==> src/rtl/mcl_mem_pkg.sv <==
// Shared types and the cycle-type decode for the MCL memory-cycle sequencer.
package mcl_mem_pkg;

  // Microcode memory request function, encoded as it arrives on mem_func_h.
  typedef enum logic [1:0] {
    MEM_READ  = 2'b00,
    MEM_WRITE = 2'b01,
    MEM_RPW   = 2'b10,
    MEM_FETCH = 2'b11
  } mem_func_t;

  typedef enum logic [2:0] {
    ST_IDLE      = 3'd0,
    ST_REQ       = 3'd1,
    ST_WAIT_DATA = 3'd2,
    ST_LOAD      = 3'd3,
    ST_PAUSED    = 3'd4
  } mcl_seq_state_t;

  // Active-high cycle-type qualifiers; the top inverts the active-low ones.
  typedef struct packed {
    logic rd;
    logic wr;
    logic fetch;
  } cyc_type_t;

  // A fetch is an instruction read, so it raises read as well as fetch.
  // The read half of an RPW is a plain read; the pause is tracked separately.
  function automatic cyc_type_t decode_cyc_type(input mem_func_t func);
    cyc_type_t ct;
    ct = '{rd: 1'b0, wr: 1'b0, fetch: 1'b0};
    case (func)
      MEM_READ:  ct.rd = 1'b1;
      MEM_WRITE: ct.wr = 1'b1;
      MEM_RPW:   ct.rd = 1'b1;
      MEM_FETCH: begin
        ct.rd    = 1'b1;
        ct.fetch = 1'b1;
      end
      default:   ct = '{rd: 1'b0, wr: 1'b0, fetch: 1'b0};
    endcase
    return ct;
  endfunction

endpackage

==> src/rtl/mcl_mem_timeout.sv <==
// Loadable 8-bit cycle counter with a terminal-count compare, used to abort
// a memory cycle that the MBOX never finishes.
module mcl_mem_timeout #(
  parameter int unsigned TERM_COUNT = 32'd63
) (
  input  logic clk,
  input  logic rst,
  input  logic load,
  input  logic inc,
  output logic term
);

  logic [7:0] count_r;

  // Count cycles since the last load; a load always wins over increment.
  always_ff @(posedge clk) begin
    if (rst) begin
      count_r <= 8'd0;
    end else if (load) begin
      count_r <= 8'd0;
    end else if (inc) begin
      count_r <= count_r + 8'd1;
    end else begin
      count_r <= count_r;
    end
  end

  assign term = (count_r == 8'(TERM_COUNT - 32'd1));

endmodule

==> src/rtl/mcl_mem_cycle_seq.sv <==
// EBOX memory-cycle sequencer: issues one MBOX cycle at a time, tracks ack,
// data return, page fail and timeout, and drives the AR strobes and stall.
// Every output is a flop loaded from the next-state decode.
module mcl_mem_cycle_seq
  import mcl_mem_pkg::*;
#(
  parameter int unsigned TIMEOUT_CYCLES = 32'd63
) (
  input  logic       clk3_mcl_h,
  input  logic       mr_reset_04_h,
  input  logic       mem_go_h,
  input  logic [1:0] mem_func_h,
  input  logic       vma_user_h,
  input  logic       mbox_cyc_ack_h,
  input  logic       mbox_data_valid_h,
  input  logic       mbox_page_fail_h,
  output logic       mcl_mbox_cyc_req_h,
  output logic       mcl2_vma_read_l,
  output logic       mcl2_vma_write_l,
  output logic       mcl2_vma_pause_h,
  output logic       mcl6_vma_fetch_h,
  output logic       mcl_vma_user_h,
  output logic       mcl_load_ar_h,
  output logic       mcl_store_ar_l,
  output logic       mem_stall_h,
  output logic       mem_page_fail_h,
  output logic       mem_timeout_h,
  output logic       seq_err_h
);

  mcl_seq_state_t state_r, state_nxt_s;
  mem_func_t      func_r, func_nxt_s;
  cyc_type_t      ct_nxt_s;
  logic user_r, user_nxt_s;
  logic pause_r, pause_nxt_s;
  logic seq_err_r;
  logic capture_s, pf_s, to_s, err_s, tc_s, active_nxt_s, count_inc_s;
  logic req_r, rd_l_r, wr_l_r, fetch_r, user_out_r, load_r, store_l_r;
  logic stall_r, pf_r, to_r;

  assign count_inc_s = (state_r == ST_REQ) || (state_r == ST_WAIT_DATA);

  mcl_mem_timeout #(
    .TERM_COUNT (TIMEOUT_CYCLES)
  ) u_timeout (
    .clk  (clk3_mcl_h),
    .rst  (mr_reset_04_h),
    .load (capture_s),
    .inc  (count_inc_s),
    .term (tc_s)
  );

  // Next-state decode; abort priority is page fail, then completion, then timeout.
  always_comb begin
    state_nxt_s = state_r;
    capture_s   = 1'b0;
    pause_nxt_s = pause_r;
    pf_s        = 1'b0;
    to_s        = 1'b0;
    err_s       = 1'b0;
    case (state_r)
      ST_IDLE: begin
        if (mem_go_h) begin
          state_nxt_s = ST_REQ;
          capture_s   = 1'b1;
        end else begin
          state_nxt_s = ST_IDLE;
        end
      end
      ST_REQ: begin
        err_s = mem_go_h;
        if (mbox_page_fail_h) begin
          state_nxt_s = ST_IDLE;
          pause_nxt_s = 1'b0;
          pf_s        = 1'b1;
        end else if (mbox_cyc_ack_h && (func_r == MEM_WRITE)) begin
          state_nxt_s = ST_IDLE;
          pause_nxt_s = 1'b0;
        end else if (mbox_cyc_ack_h && mbox_data_valid_h) begin
          state_nxt_s = ST_LOAD;
        end else if (tc_s) begin
          state_nxt_s = ST_IDLE;
          pause_nxt_s = 1'b0;
          to_s        = 1'b1;
        end else if (mbox_cyc_ack_h) begin
          state_nxt_s = ST_WAIT_DATA;
        end else begin
          state_nxt_s = ST_REQ;
        end
      end
      ST_WAIT_DATA: begin
        err_s = mem_go_h;
        if (mbox_page_fail_h) begin
          state_nxt_s = ST_IDLE;
          pause_nxt_s = 1'b0;
          pf_s        = 1'b1;
        end else if (mbox_data_valid_h) begin
          state_nxt_s = ST_LOAD;
        end else if (tc_s) begin
          state_nxt_s = ST_IDLE;
          pause_nxt_s = 1'b0;
          to_s        = 1'b1;
        end else begin
          state_nxt_s = ST_WAIT_DATA;
        end
      end
      ST_LOAD: begin
        err_s = mem_go_h;
        if (func_r == MEM_RPW) begin
          state_nxt_s = ST_PAUSED;
          pause_nxt_s = 1'b1;
        end else begin
          state_nxt_s = ST_IDLE;
        end
      end
      ST_PAUSED: begin
        // Only the write half of the RPW may follow the read half.
        if (mem_go_h && (mem_func_h == MEM_WRITE)) begin
          state_nxt_s = ST_REQ;
          capture_s   = 1'b1;
        end else if (mem_go_h) begin
          state_nxt_s = ST_PAUSED;
          err_s       = 1'b1;
        end else begin
          state_nxt_s = ST_PAUSED;
        end
      end
      default: begin
        state_nxt_s = ST_IDLE;
        pause_nxt_s = 1'b0;
      end
    endcase
    func_nxt_s   = capture_s ? mem_func_t'(mem_func_h) : func_r;
    user_nxt_s   = capture_s ? vma_user_h : user_r;
    ct_nxt_s     = decode_cyc_type(func_nxt_s);
    active_nxt_s = (state_nxt_s == ST_REQ) || (state_nxt_s == ST_WAIT_DATA);
  end

  // State, captured cycle type and registered outputs.
  always_ff @(posedge clk3_mcl_h) begin
    if (mr_reset_04_h) begin
      state_r    <= ST_IDLE;
      func_r     <= MEM_READ;
      user_r     <= 1'b0;
      pause_r    <= 1'b0;
      seq_err_r  <= 1'b0;
      req_r      <= 1'b0;
      rd_l_r     <= 1'b1;
      wr_l_r     <= 1'b1;
      fetch_r    <= 1'b0;
      user_out_r <= 1'b0;
      load_r     <= 1'b0;
      store_l_r  <= 1'b1;
      stall_r    <= 1'b0;
      pf_r       <= 1'b0;
      to_r       <= 1'b0;
    end else begin
      state_r    <= state_nxt_s;
      func_r     <= func_nxt_s;
      user_r     <= user_nxt_s;
      pause_r    <= pause_nxt_s;
      seq_err_r  <= seq_err_r | err_s;
      req_r      <= (state_nxt_s == ST_REQ);
      rd_l_r     <= ~(active_nxt_s & ct_nxt_s.rd);
      wr_l_r     <= ~(active_nxt_s & ct_nxt_s.wr);
      fetch_r    <= active_nxt_s & ct_nxt_s.fetch;
      user_out_r <= active_nxt_s & user_nxt_s;
      load_r     <= (state_nxt_s == ST_LOAD);
      store_l_r  <= ~((state_nxt_s == ST_REQ) & ct_nxt_s.wr);
      stall_r    <= active_nxt_s || (state_nxt_s == ST_LOAD);
      pf_r       <= pf_s;
      to_r       <= to_s;
    end
  end

  assign mcl_mbox_cyc_req_h = req_r;
  assign mcl2_vma_read_l    = rd_l_r;
  assign mcl2_vma_write_l   = wr_l_r;
  assign mcl2_vma_pause_h   = pause_r;
  assign mcl6_vma_fetch_h   = fetch_r;
  assign mcl_vma_user_h     = user_out_r;
  assign mcl_load_ar_h      = load_r;
  assign mcl_store_ar_l     = store_l_r;
  assign mem_stall_h        = stall_r;
  assign mem_page_fail_h    = pf_r;
  assign mem_timeout_h      = to_r;
  assign seq_err_h          = seq_err_r;

endmodule

==> config.mk <==
export PLATFORM = sky130hd
export DESIGN_NAME = mcl_mem_cycle_seq
export DESIGN_NICKNAME = d
export VERILOG_FILES = /design/src/rtl/mcl_mem_pkg.sv /design/src/rtl/mcl_mem_timeout.sv /design/src/rtl/mcl_mem_cycle_seq.sv
export SDC_FILE = /design/constraint.sdc
export NUM_CORES = 1
export LEC_CHECK = 0
export BUFFER_PORTS_ARGS = -buffer_cell sky130_fd_sc_hd__buf_4
export CORE_MARGIN = 3
export CORE_UTILIZATION = 40
export CTS_CLUSTER_SIZE = 40
export DETAILED_ROUTE_END_ITERATION = 10
export PLACE_DENSITY = 0.63
export SETUP_SLACK_MARGIN = 0.2
export SYNTH_ARGS = -nofsm -noshare
export SYNTH_HDL_FRONTEND = slang
export SYNTH_SLANG_ARGS = --single-unit
==> constraint.sdc <==
create_clock -name clk3_mcl_h -period 5 [get_ports clk3_mcl_h]
set_input_delay 0.25 -clock clk3_mcl_h [delete_from_list [all_inputs] [get_ports clk3_mcl_h]]
set_output_delay 0.25 -clock clk3_mcl_h [all_outputs]
set_load 0.01 [all_outputs]
Word-level counts from Yosys, hierarchy flattened
Cells that the tools add are included.

Memory bits (read-only): 0. Flip-flop bits (word level): 26. Output and inout bits: 12. Bits in latches: 0. Word-level logic and storage cells: 98. Memories: 0. RAM bits: 0.

$lt $le $gt $ge: 0. Div/mod/pow operators: 0. Multiply operators: 0. Reduce and logical (&&, ||, !) cells: 15. Multiplexer cells: 38. Shift-type cells: 0. Bitwise gates (word level): 11. $add $sub $neg: 1. Eq/ne operators: 17.

Operators by type and width (number): 1-bit 2-to-1 mux (22); 2-bit 2-to-1 mux (9); 3-bit one-hot mux with 5 select lines (1); 3-bit by 2-bit == test with 1-bit output, second input constant (4); 8-bit by 1-bit adder with 8-bit output, second input constant (1); 8-bit by 6-bit == test with 1-bit output, second input constant (1); 2-bit OR reduction (4); 2-bit by 1-bit == test with 1-bit output, second input constant (3); 2-bit == test, second input constant (3); 3-bit by 1-bit == test with 1-bit output, second input constant (2); 3-bit 2-to-1 mux (2); 1-bit one-hot mux with 2 select lines (3); 3-bit OR reduction (2); 1-bit bitwise AND (5); 1-bit inverter (5); 4-bit inequality test, second input constant (1); 1-bit one-hot mux with 4 select lines (1); 4-bit AND reduction (1); 3-bit == test, second input constant (1); 1-bit logical AND (3); 3-bit logical NOT (1); 1-bit logical OR (3); 3-bit inequality test, second input constant (1); 2-bit logical NOT (1); 2 further kinds (2).

Longest topological paths before layout
Gate-level depths: netlist of the first run.

Depth after elaboration: 10. Mapped depth: 6. Gate-level depth less buffers: 6.

Modules after synthesis
Synthesis of the first run repeated with hierarchy kept, for this count alone.

Cells, all modules: 127. Area, all modules: 1176.1 um2.

By module, submodules not included: mcl_mem_cycle_seq (area an instance 812.0 um2, cells each 87, instances 1); mcl_mem_timeout (area an instance 364.1 um2, cells each 40, instances 1).

Worst setup path after synthesis of the first run
No wires, ideal clock.

Kind: flip-flop to flip-flop. From: register u_timeout.count_r[0]. To: register rd_l_r (netlist: mcl2_vma_read_l). Data required time: 4880 ps. Path slack: 3299 ps. Clock period less this slack: 1701 ps. Path buffers: 0. Cell stages (with the launch flop): 7. Library setup time: 120 ps. Arrival time: 1582 ps. Cells stage by stage: dfxtp_1 > inv_1 > ha_1 > nand2b_1 > nor3_1 > or4_4 > a211o_1.

Cells in the longest elaborated chain, start to end: 10. Elaborated cells between the ends (all ways): 14. Classes of those cells: eq/ne: 3; mux: 8; bitwise: 2; reduce/logical: 1.

RTL lines: from (decl) (RTL line mcl_mem_timeout.sv:13) `logic [7:0] count_r;`; from (signal assigned) (RTL line mcl_mem_timeout.sv:22) `count_r <= count_r + 8'd1;`; from (signal assigned) (RTL line mcl_mem_timeout.sv:24) `count_r <= count_r;`; 8-bit by 6-bit == test with 1-bit output (*) (RTL line mcl_mem_timeout.sv:28) `assign term = (count_r == 8'(TERM_COUNT - 32'd1));`; 2-bit 2-to-1 mux (RTL line mcl_mem_cycle_seq.sv:81) `end else if (tc_s) begin`; 2-bit 2-to-1 mux (RTL line mcl_mem_cycle_seq.sv:79) `end else if (mbox_cyc_ack_h && mbox_data_valid_h) begin`; 2-bit 2-to-1 mux (RTL line mcl_mem_cycle_seq.sv:76) `end else if (mbox_cyc_ack_h && (func_r == MEM_WRITE)) begin`; 2-bit 2-to-1 mux (RTL line mcl_mem_cycle_seq.sv:72) `if (mbox_page_fail_h) begin`; 3-bit one-hot mux with 5 select lines (*) (RTL line mcl_mem_cycle_seq.sv:61) `case (state_r)`; 3-bit by 1-bit == test with 1-bit output / 3-bit by 2-bit == test with 1-bit output (equally long branches) (RTL line mcl_mem_cycle_seq.sv:136) `active_nxt_s = (state_nxt_s == ST_REQ) || (state_nxt_s == ST_WAIT_DATA);`; 1-bit logical OR (*) (RTL line mcl_mem_cycle_seq.sv:136); 1-bit bitwise AND (*) (RTL line mcl_mem_cycle_seq.sv:164) `rd_l_r <= ~(active_nxt_s & ct_nxt_s.rd);`; 1-bit inverter (*) (RTL line mcl_mem_cycle_seq.sv:164); to (signal assigned) (RTL line mcl_mem_cycle_seq.sv:164); to (decl) (RTL line mcl_mem_cycle_seq.sv:38) `logic req_r, rd_l_r, wr_l_r, fetch_r, user_out_r, load_r, store_l_r;`.

Mark *: on every way between the ends. The rest lies on a longest branch, timed or not. A chain may end at the register's enable or synchronous reset.

Final worst setup path of the first run
From: register state_r[2]. To: register rd_l_r (netlist: mcl2_vma_read_l).

Cells in the longest elaborated chain, start to end: 8. Elaborated cells between the ends (all ways): 18. Classes of those cells: eq/ne: 8; mux: 4; bitwise: 2; reduce/logical: 4.

RTL lines: from (decl) (RTL line mcl_mem_cycle_seq.sv:31) `mcl_seq_state_t state_r, state_nxt_s;`; from (signal assigned) (RTL line mcl_mem_cycle_seq.sv:158) `state_r <= state_nxt_s;`; 3-bit == test / 3-bit logical NOT (equally long branches) (RTL line mcl_mem_cycle_seq.sv:61); 1-bit one-hot mux with 2 select lines (RTL line mcl_mem_cycle_seq.sv:61); 2-bit 2-to-1 mux (RTL line mcl_mem_cycle_seq.sv:133) `func_nxt_s = capture_s ? mem_func_t'(mem_func_h) : func_r;`; 2-bit == test / 2-bit logical NOT (equally long branches) (RTL line mcl_mem_pkg.sv:32) `case (func)`; 3-bit OR reduction (no source line); 1-bit 2-to-1 mux (RTL line mcl_mem_pkg.sv:32); 1-bit bitwise AND (*) (RTL line mcl_mem_cycle_seq.sv:164); 1-bit inverter (*) (RTL line mcl_mem_cycle_seq.sv:164).

Marked as above.

==> results of run 1 <==
[worst max-delay path, delay by kind of cell (launching register included)]
family | cells | cell delay (ns)
and+or+nand+nor | 2 | 0.98
DFF | 1 | 0.51
AOI/OAI and AO/OA | 1 | 0.30
[cell type report]
cell class	count	area, µm²	share of cell area
Multi-Input combinational cell	104	674	0.465
Tap cell	42	52.6	0.0362
Inverter	8	30.0	0.0207
Timing Repair Buffer	20	150	0.104
Sequential cell	26	520	0.359
Clock buffer	3	22.5	0.0155
[report_power, final]
| part | leakage, µW | switching, µW | internal (µW) |
|---|---|---|---|
| clock network | 0.0000138 | 58.6 | 28.2 |
| registers | 0.000212 | 5.39 | 215 |
| logic | 0.000334 | 32.7 | 24.8 |
[path summary, 6_finish.rpt]
path | endpoint | slack, ns | cells after the start
setup reg to reg | mcl2_vma_read_l | 3.12 | 3
hold reg to reg | seq_err_h | 0.47 | 2
setup / recovery | mcl2_vma_read_l | 3.12 | 3
hold / removal | mem_page_fail_h | 0.15 | 2
[synth_stat cells]
cell type / instances
nand3b_1: 1
ha_1: 2
nor3_1: 4
o22ai_1: 1
a211o_1: 1
o32a_1: 1
nand2b_1: 4
buf_6: 3
a211oi_1: 3
nor2_1: 15
a221oi_2: 1
xnor2_1: 7
and3_1: 1
and2_1: 1
nand3_1: 6
o21a_1: 1
a21oi_1: 7
nor3b_1: 2
o31a_1: 1
dfxtp_1: 26
a2111oi_2: 1
or4_4: 1
nor2b_1: 2
a2111o_1: 1
inv_1: 8
nor4_1: 4
nor4b_1: 3
buf_1: 1
or2_2: 2
or3b_4: 1
or3b_2: 1
clkbuf_1: 3
a311o_1: 1
a221oi_1: 1
nand4_1: 1
or3_1: 4
o21ai_0: 5
nand2_1: 10
o211ai_1: 1
o2111a_1: 1
mux2i_1: 2
a21o_1: 3
[metrics by stage]
| step | power [µW] | instance area [µm²] |
|---|---|---|
| detailed placement | 282 | 1430 |
| global route | 388 | 1450 |
| global placement | 282 | 1430 |
| finish | 365 | 1450 |
| floorplan | 265 | 1270 |
| CTS | 370 | 1450 |
[state kept, by name, indices dropped and copies added, names as in the netlist]
name	count
mcl_mbox_cyc_req_h	1
mem_timeout_h	1
mcl_load_ar_h	1
user_r	1
mcl6_vma_fetch_h	1
mem_page_fail_h	1
mcl2_vma_pause_h	1
u_timeout.count_r	8
mcl2_vma_write_l	1
seq_err_h	1
mcl_vma_user_h	1
mcl2_vma_read_l	1
mem_stall_h	1
state_r	3
func_r	2
mcl_store_ar_l	1
[metal layers]
layer  GRT usage  part of all wire  vias to the layer above
met5           0                 0                        -
met4      0.0551             0.011                        0
met2       0.216              0.44                       25
li1            -                 -                      552
met3      0.0306             0.047                        4
met1       0.196              0.50                      494
[cell families after synthesis]
family	synth area share
AND/OR/NAND/NOR	0.269
AO/OA/AOI/OAI	0.177
flip-flops	0.409
buffers and inverters	0.0619
XOR/XNOR	0.0481
multiplexers	0.0157
adder cells (fa/ha/maj)	0.0196
==> flow_summary.yaml, run 1 <==
status:
  outcome: "finished clean"
timing:
  fin_ws_ns: 3.12
  setup_tns_ns: 0
  clock_skew_ns: 0.00433
  slew_violations: 0
  hold_viol: 0
  relSlewSlack: 0.499
  fmax_mhz: 531
  worst_slew_pin_slew_ns: 0.745
  rsz0062_at_grt: "false"
  finalCritPeriodShare: 0.377
  period_needed_ns: 1.88
  hold_slack_ns: 0.152
  finalSetupViolations: 0
clock_tree:
  postCtsSetupBuffers: 0
  cts-buffers-inserted: 3
  clkSlewWorstSetupHoldPaths_ns: 0.13
  clockBufferDepth: 2
  cts_resized: 0
  cts-root-buf: "clkbuf_4"
  clock_latency_ns: 0.31
  cts_max_level: 1
  cts_tree: "done"
  cts_hold_buf: 0
  cts_sinks: 26
power_and_ir_drop:
  p_leak_uw: 0.000559
  max-vdd-ir-drop_v: 0.000123
  power_density_nw_per_um2: 251
cells_and_area:
  layoutNonFillerInstCount: 203
  area_growth_pct: 13.9
  final_common_cell: "dfxtp_1"
  final_cell_mix: "26 x dfxtp_1, 20 x buf_4, 15 x nor2_1, 10 x nand2_1, 8 x inv_1"
  final_core_util: 0.500
  fill_cells: 301
  nNetsFinal: 174
  n_antenna_cell: 0
  drive_gt1_frac: 0.186
detailed_routing:
  drc: 0
  first_iter_violations: 33
  via_per_inst: 5.30
  routed_wl_um: 2640
  dr_total_vias: 1075
  wl_per_cell_um: 13.0
  drtPass1Iterations: 4
  postRouteAntennaNets: 0
place:
  gp_congestion: 0.809
  place_ws_ns: 3.15
  place_hpwl_um: 2030
  placed_cells: 200
  numPortBuffers: 20
global_routing:
  grt_use_total: 0.142
  grt_pass1_vias: 993
  grt_pass1_wl_um: 4570
  grt_max_degree: 21
  antenna_found_initial: 0
  overflow: 0
critical_path:
  cp-startpoint: "state_r[2]"
  worst_ep_arrival_time_ns: 2.10
  worstSetupPathType: "register to register"
  start_kind: "register"
  worstPathCellList: "or2_2, or4_4, a211o_1"
  crit_required_ns: 5.22
  slowest_delay_ns: 0.53
  cp_slowest_cell: "or4_4"
  crit_fanout: 20
  reg2reg_from: "state_r[2]"
  cp-end-kind: "register"
logic_synthesis:
  synth_cell_types: 42
  synth_fp_nets: 156
  syn_area_um2: 1270
  ys_ff_latch: 26
  yosysWarnings: 0
  synth.area.top_cells: "dfxtp_1 41%, xnor2_1 4.8%, nor2_1 4.4%"
  synth_top_area_share: 0.409
  synth_largest_area_cell: "dfxtp_1"
  syn_inst: 145
  synth-seq-area-share: 0.409
  postSynthAreaPerCell_um2: 8.78
die:
  fp-row-count: 19
  ioPinCount: 21
  die_w_um: 62.4
  dieArea_um2: 3900
  fp.coreArea_um2: 2900
  die_h_um: 62.4
  initial_core_util: 0.439
job:
  drv_cap: 0
worst_hold_path:
  min_from: "mbox_page_fail_h"
  hold_path.class: "input port to register"
No activity file was read; power rests on OpenSTA's default activity.
==> inputs of run 2 (changes only) <==
Settings changed: ABC_AREA set to 1.
Clock period 5 ns to 1.92 ns, I/O delays scaled along.
==> flow_summary.yaml, run 2 <==
status:
  outcome: "finished clean"
detailed_routing:
  dr_total_vias: 1161
  drc: 0
  wl_per_cell_um: 10.8
  via_per_inst: 4.74
  top_layer_used: "met4"
  first_iter_violations: 49
  met1_length_um: 1260
  drtPass1Iterations: 4
  met2_length_um: 1260
  routed_wl_um: 2640
  wl_met3_um: 97
  postRouteAntennaNets: 0
critical_path:
  path_delay_family: "simple AND/OR/NAND/NOR gates"
  cp_slowest_cell: "dfxtp_1"
  cp_num_cells: 9
  reg2reg_slack_ns: 0.38
  start_kind: "register"
  worstReg2RegEnd: "mcl2_vma_read_l"
  cp-end-kind: "register"
  worst_ep_arrival_time_ns: 1.75
  worstSetupPathType: "register to register"
  worstPathCellList: "inv_1, ha_1, nand3_1, nor2_1, nor2_1, nor2_2, nand2_2, nand2_2, nand3_1"
  crit_required_ns: 2.14
  critPathBufInv: 1
  slowest_delay_ns: 0.35
  reg2reg_from: "u_timeout.count_r[0]"
  crit_fanout: 4
  rr_worst_depth: 9
logic_synthesis:
  syn_area_um2: 1300
  synth-seq-area-share: 0.401
  async_flop_share: 0
  synth_top_area_share: 0.401
  synth_edf_count: 0
  synth_common_cells: "35 x nand2_1, 26 x dfxtp_1, 26 x nor2_1"
  synth_cell_types: 27
  synth.area.top_cells: "dfxtp_1 40%, nand2_1 10%, nor2_1 7.5%"
  postSynthAreaPerCell_um2: 7.33
  synth_ff_type: "dfxtp_1"
  yosysWarnings: 0
  synth_fp_nets: 188
  ys_ff_latch: 26
  yosysMostFrequentCell: "nand2_1"
  synth_largest_area_cell: "dfxtp_1"
  syn_inst: 177
clock_tree:
  clockBufferDepth: 2
  cts_max_level: 1
  clock_latency_ns: 0.32
  cts_tree: "done"
  cts-root-buf: "clkbuf_4"
  clkSlewWorstSetupHoldPaths_ns: 0.14
  postCtsSetupBuffers: 0
  cts_sinks: 26
  cts-buffers-inserted: 3
cells_and_area:
  top_register: "u_timeout.count_r"
  multi_input_area_um2: 684
  final_cell_mix: "35 x nand2_1, 26 x nor2_1, 26 x dfxtp_1, 20 x buf_4, 17 x inv_1"
  largest_reg_flops: 8
  reg_top3: "u_timeout.count_r: 8 flops, state_r: 3 flops, func_r: 2 flops"
  n_antenna_cell: 0
  drive_gt1_frac: 0.254
  fill_cells: 326
  area_growth_pct: 20.3
  nNetsFinal: 213
  regArea_um2: 520
  final_core_util: 0.507
  final_common_cell: "nand2_1"
die:
  die_w_um: 63.0
  initial_core_util: 0.422
  die_h_um: 63.0
  fp.coreArea_um2: 3080
  ioPinCount: 21
  fp-row-count: 20
  dieArea_um2: 3960
job:
  drv_cap: 0
worst_hold_path:
  hold_depth: 3
  min_to: "user_r"
  min_from: "vma_user_h"
  hold_path.class: "input port to register"
power_and_ir_drop:
  power_density_nw_per_um2: 718
  p_leak_uw: 0.000673
  total_power_uw: 1120
  max-vdd-ir-drop_v: 0.000392
timing:
  period_needed_ns: 1.54
  hold_viol: 0
  slew_violations: 0
  fin_ws_ns: 0.385
  worst_slew_pin_slew_ns: 0.283
  relSlewSlack: 0.809
  setup_tns_ns: 0
  fmax_mhz: 651
  finalSetupViolations: 0
  finalCritPeriodShare: 0.800
  clock_skew_ns: 0.00490
  rsz0062_at_grt: "false"
global_routing:
  antenna_found_initial: 0
  grt_max_degree: 16
  overflow: 0
  grt_use_total: 0.148
  grt_pass1_wl_um: 4750
  grt_pass1_vias: 1136
place:
  numPortBuffers: 20
  place_hpwl_um: 2100
  gp_congestion: 0.874
  place_ws_ns: 0.413
-- run 2: changes by cell type in the layout (fill, tap and decap cells not counted), moves of 4 or more --
cell,before,now
inv_1,8,17
inv_2,0,5
nand2_1,10,35
nand2_2,0,6
nand2b_1,4,0
nand4_1,1,5
nor2_1,15,26
nor2_2,0,4
nor4_1,4,0
or3_1,4,0
xnor2_1,7,1
-- run 2: kinds of logic (layout without fill, tap and decap cells) --
| family | after synthesis | in the layout | share of synthesized area |
|---|---|---|---|
| xor+xnor | 2 | 2 | 0.0135 |
| compound gates | 21 | 21 | 0.0897 |
| buf+inv | 24 | 48 | 0.0714 |
| simple gates | 102 | 102 | 0.405 |
| flops | 26 | 26 | 0.401 |
| fa+ha+maj | 2 | 2 | 0.0193 |
-- run 2: what timing repair did --
item	CTS	global route
endpoints found under the hold margin	1	0
hold buffers	1	0
resized for setup	0	0
-- run 2: area by class of cell --
cell class                      count  area share
Clock inverter                      1      0.0192
Multi-Input combinational cell    127       0.438
Tap cell                           44      0.0353
Timing Repair Buffer               21       0.103
Sequential cell                    26       0.333
Clock buffer                        3      0.0144
Inverter                           23      0.0569
-- run 2: where the power goes --
group	switching (µW)	internal [µW]
Combinational	106	67.1
Clock	160	211
Sequential	14.1	562
Total	280	840
-- run 2: worst max-delay path by stage --
stage | slack, ns | startpoint | endpoint
global route | 0.26 | u_timeout.count_r[0] | mcl2_vma_write_l
finish | 0.38 | u_timeout.count_r[0] | mcl2_vma_read_l
CTS | 0.40 | u_timeout.count_r[0] | mcl2_vma_read_l
detailed placement | 0.41 | u_timeout.count_r[0] | mcl2_vma_read_l
global placement | 0.48 | u_timeout.count_r[0] | mcl2_vma_write_l
floorplan | 0.61 | u_timeout.count_r[0] | mcl2_vma_read_l
-- run 2: worst reg2reg max path, delay by kind of cell (launching register included) --
family / cells / cell delay (ns)
buf+inv: 1 / 0.10
simple gates: 7 / 0.77
flops: 1 / 0.35
fa+ha+maj: 1 / 0.20
-- run 2: through the flow --
step / hold slack (ns) / area, µm² / instances
floorplan: 0.258 / 1300 / 177
CTS: 0.0493 / 1560 / 245
global route: 0.0689 / 1560 / 245
detailed placement: 0.365 / 1500 / 240
finish: 0.0612 / 1560 / 245
global placement: 0.365 / 1500 / 240
-- run 2: layer usage --
layer | up-vias | global-route usage
met4 | 0 | 0.0579
li1 | 614 | -
met3 | 2 | 0.0324
met1 | 525 | 0.180
met5 | - | 0
met2 | 20 | 0.252
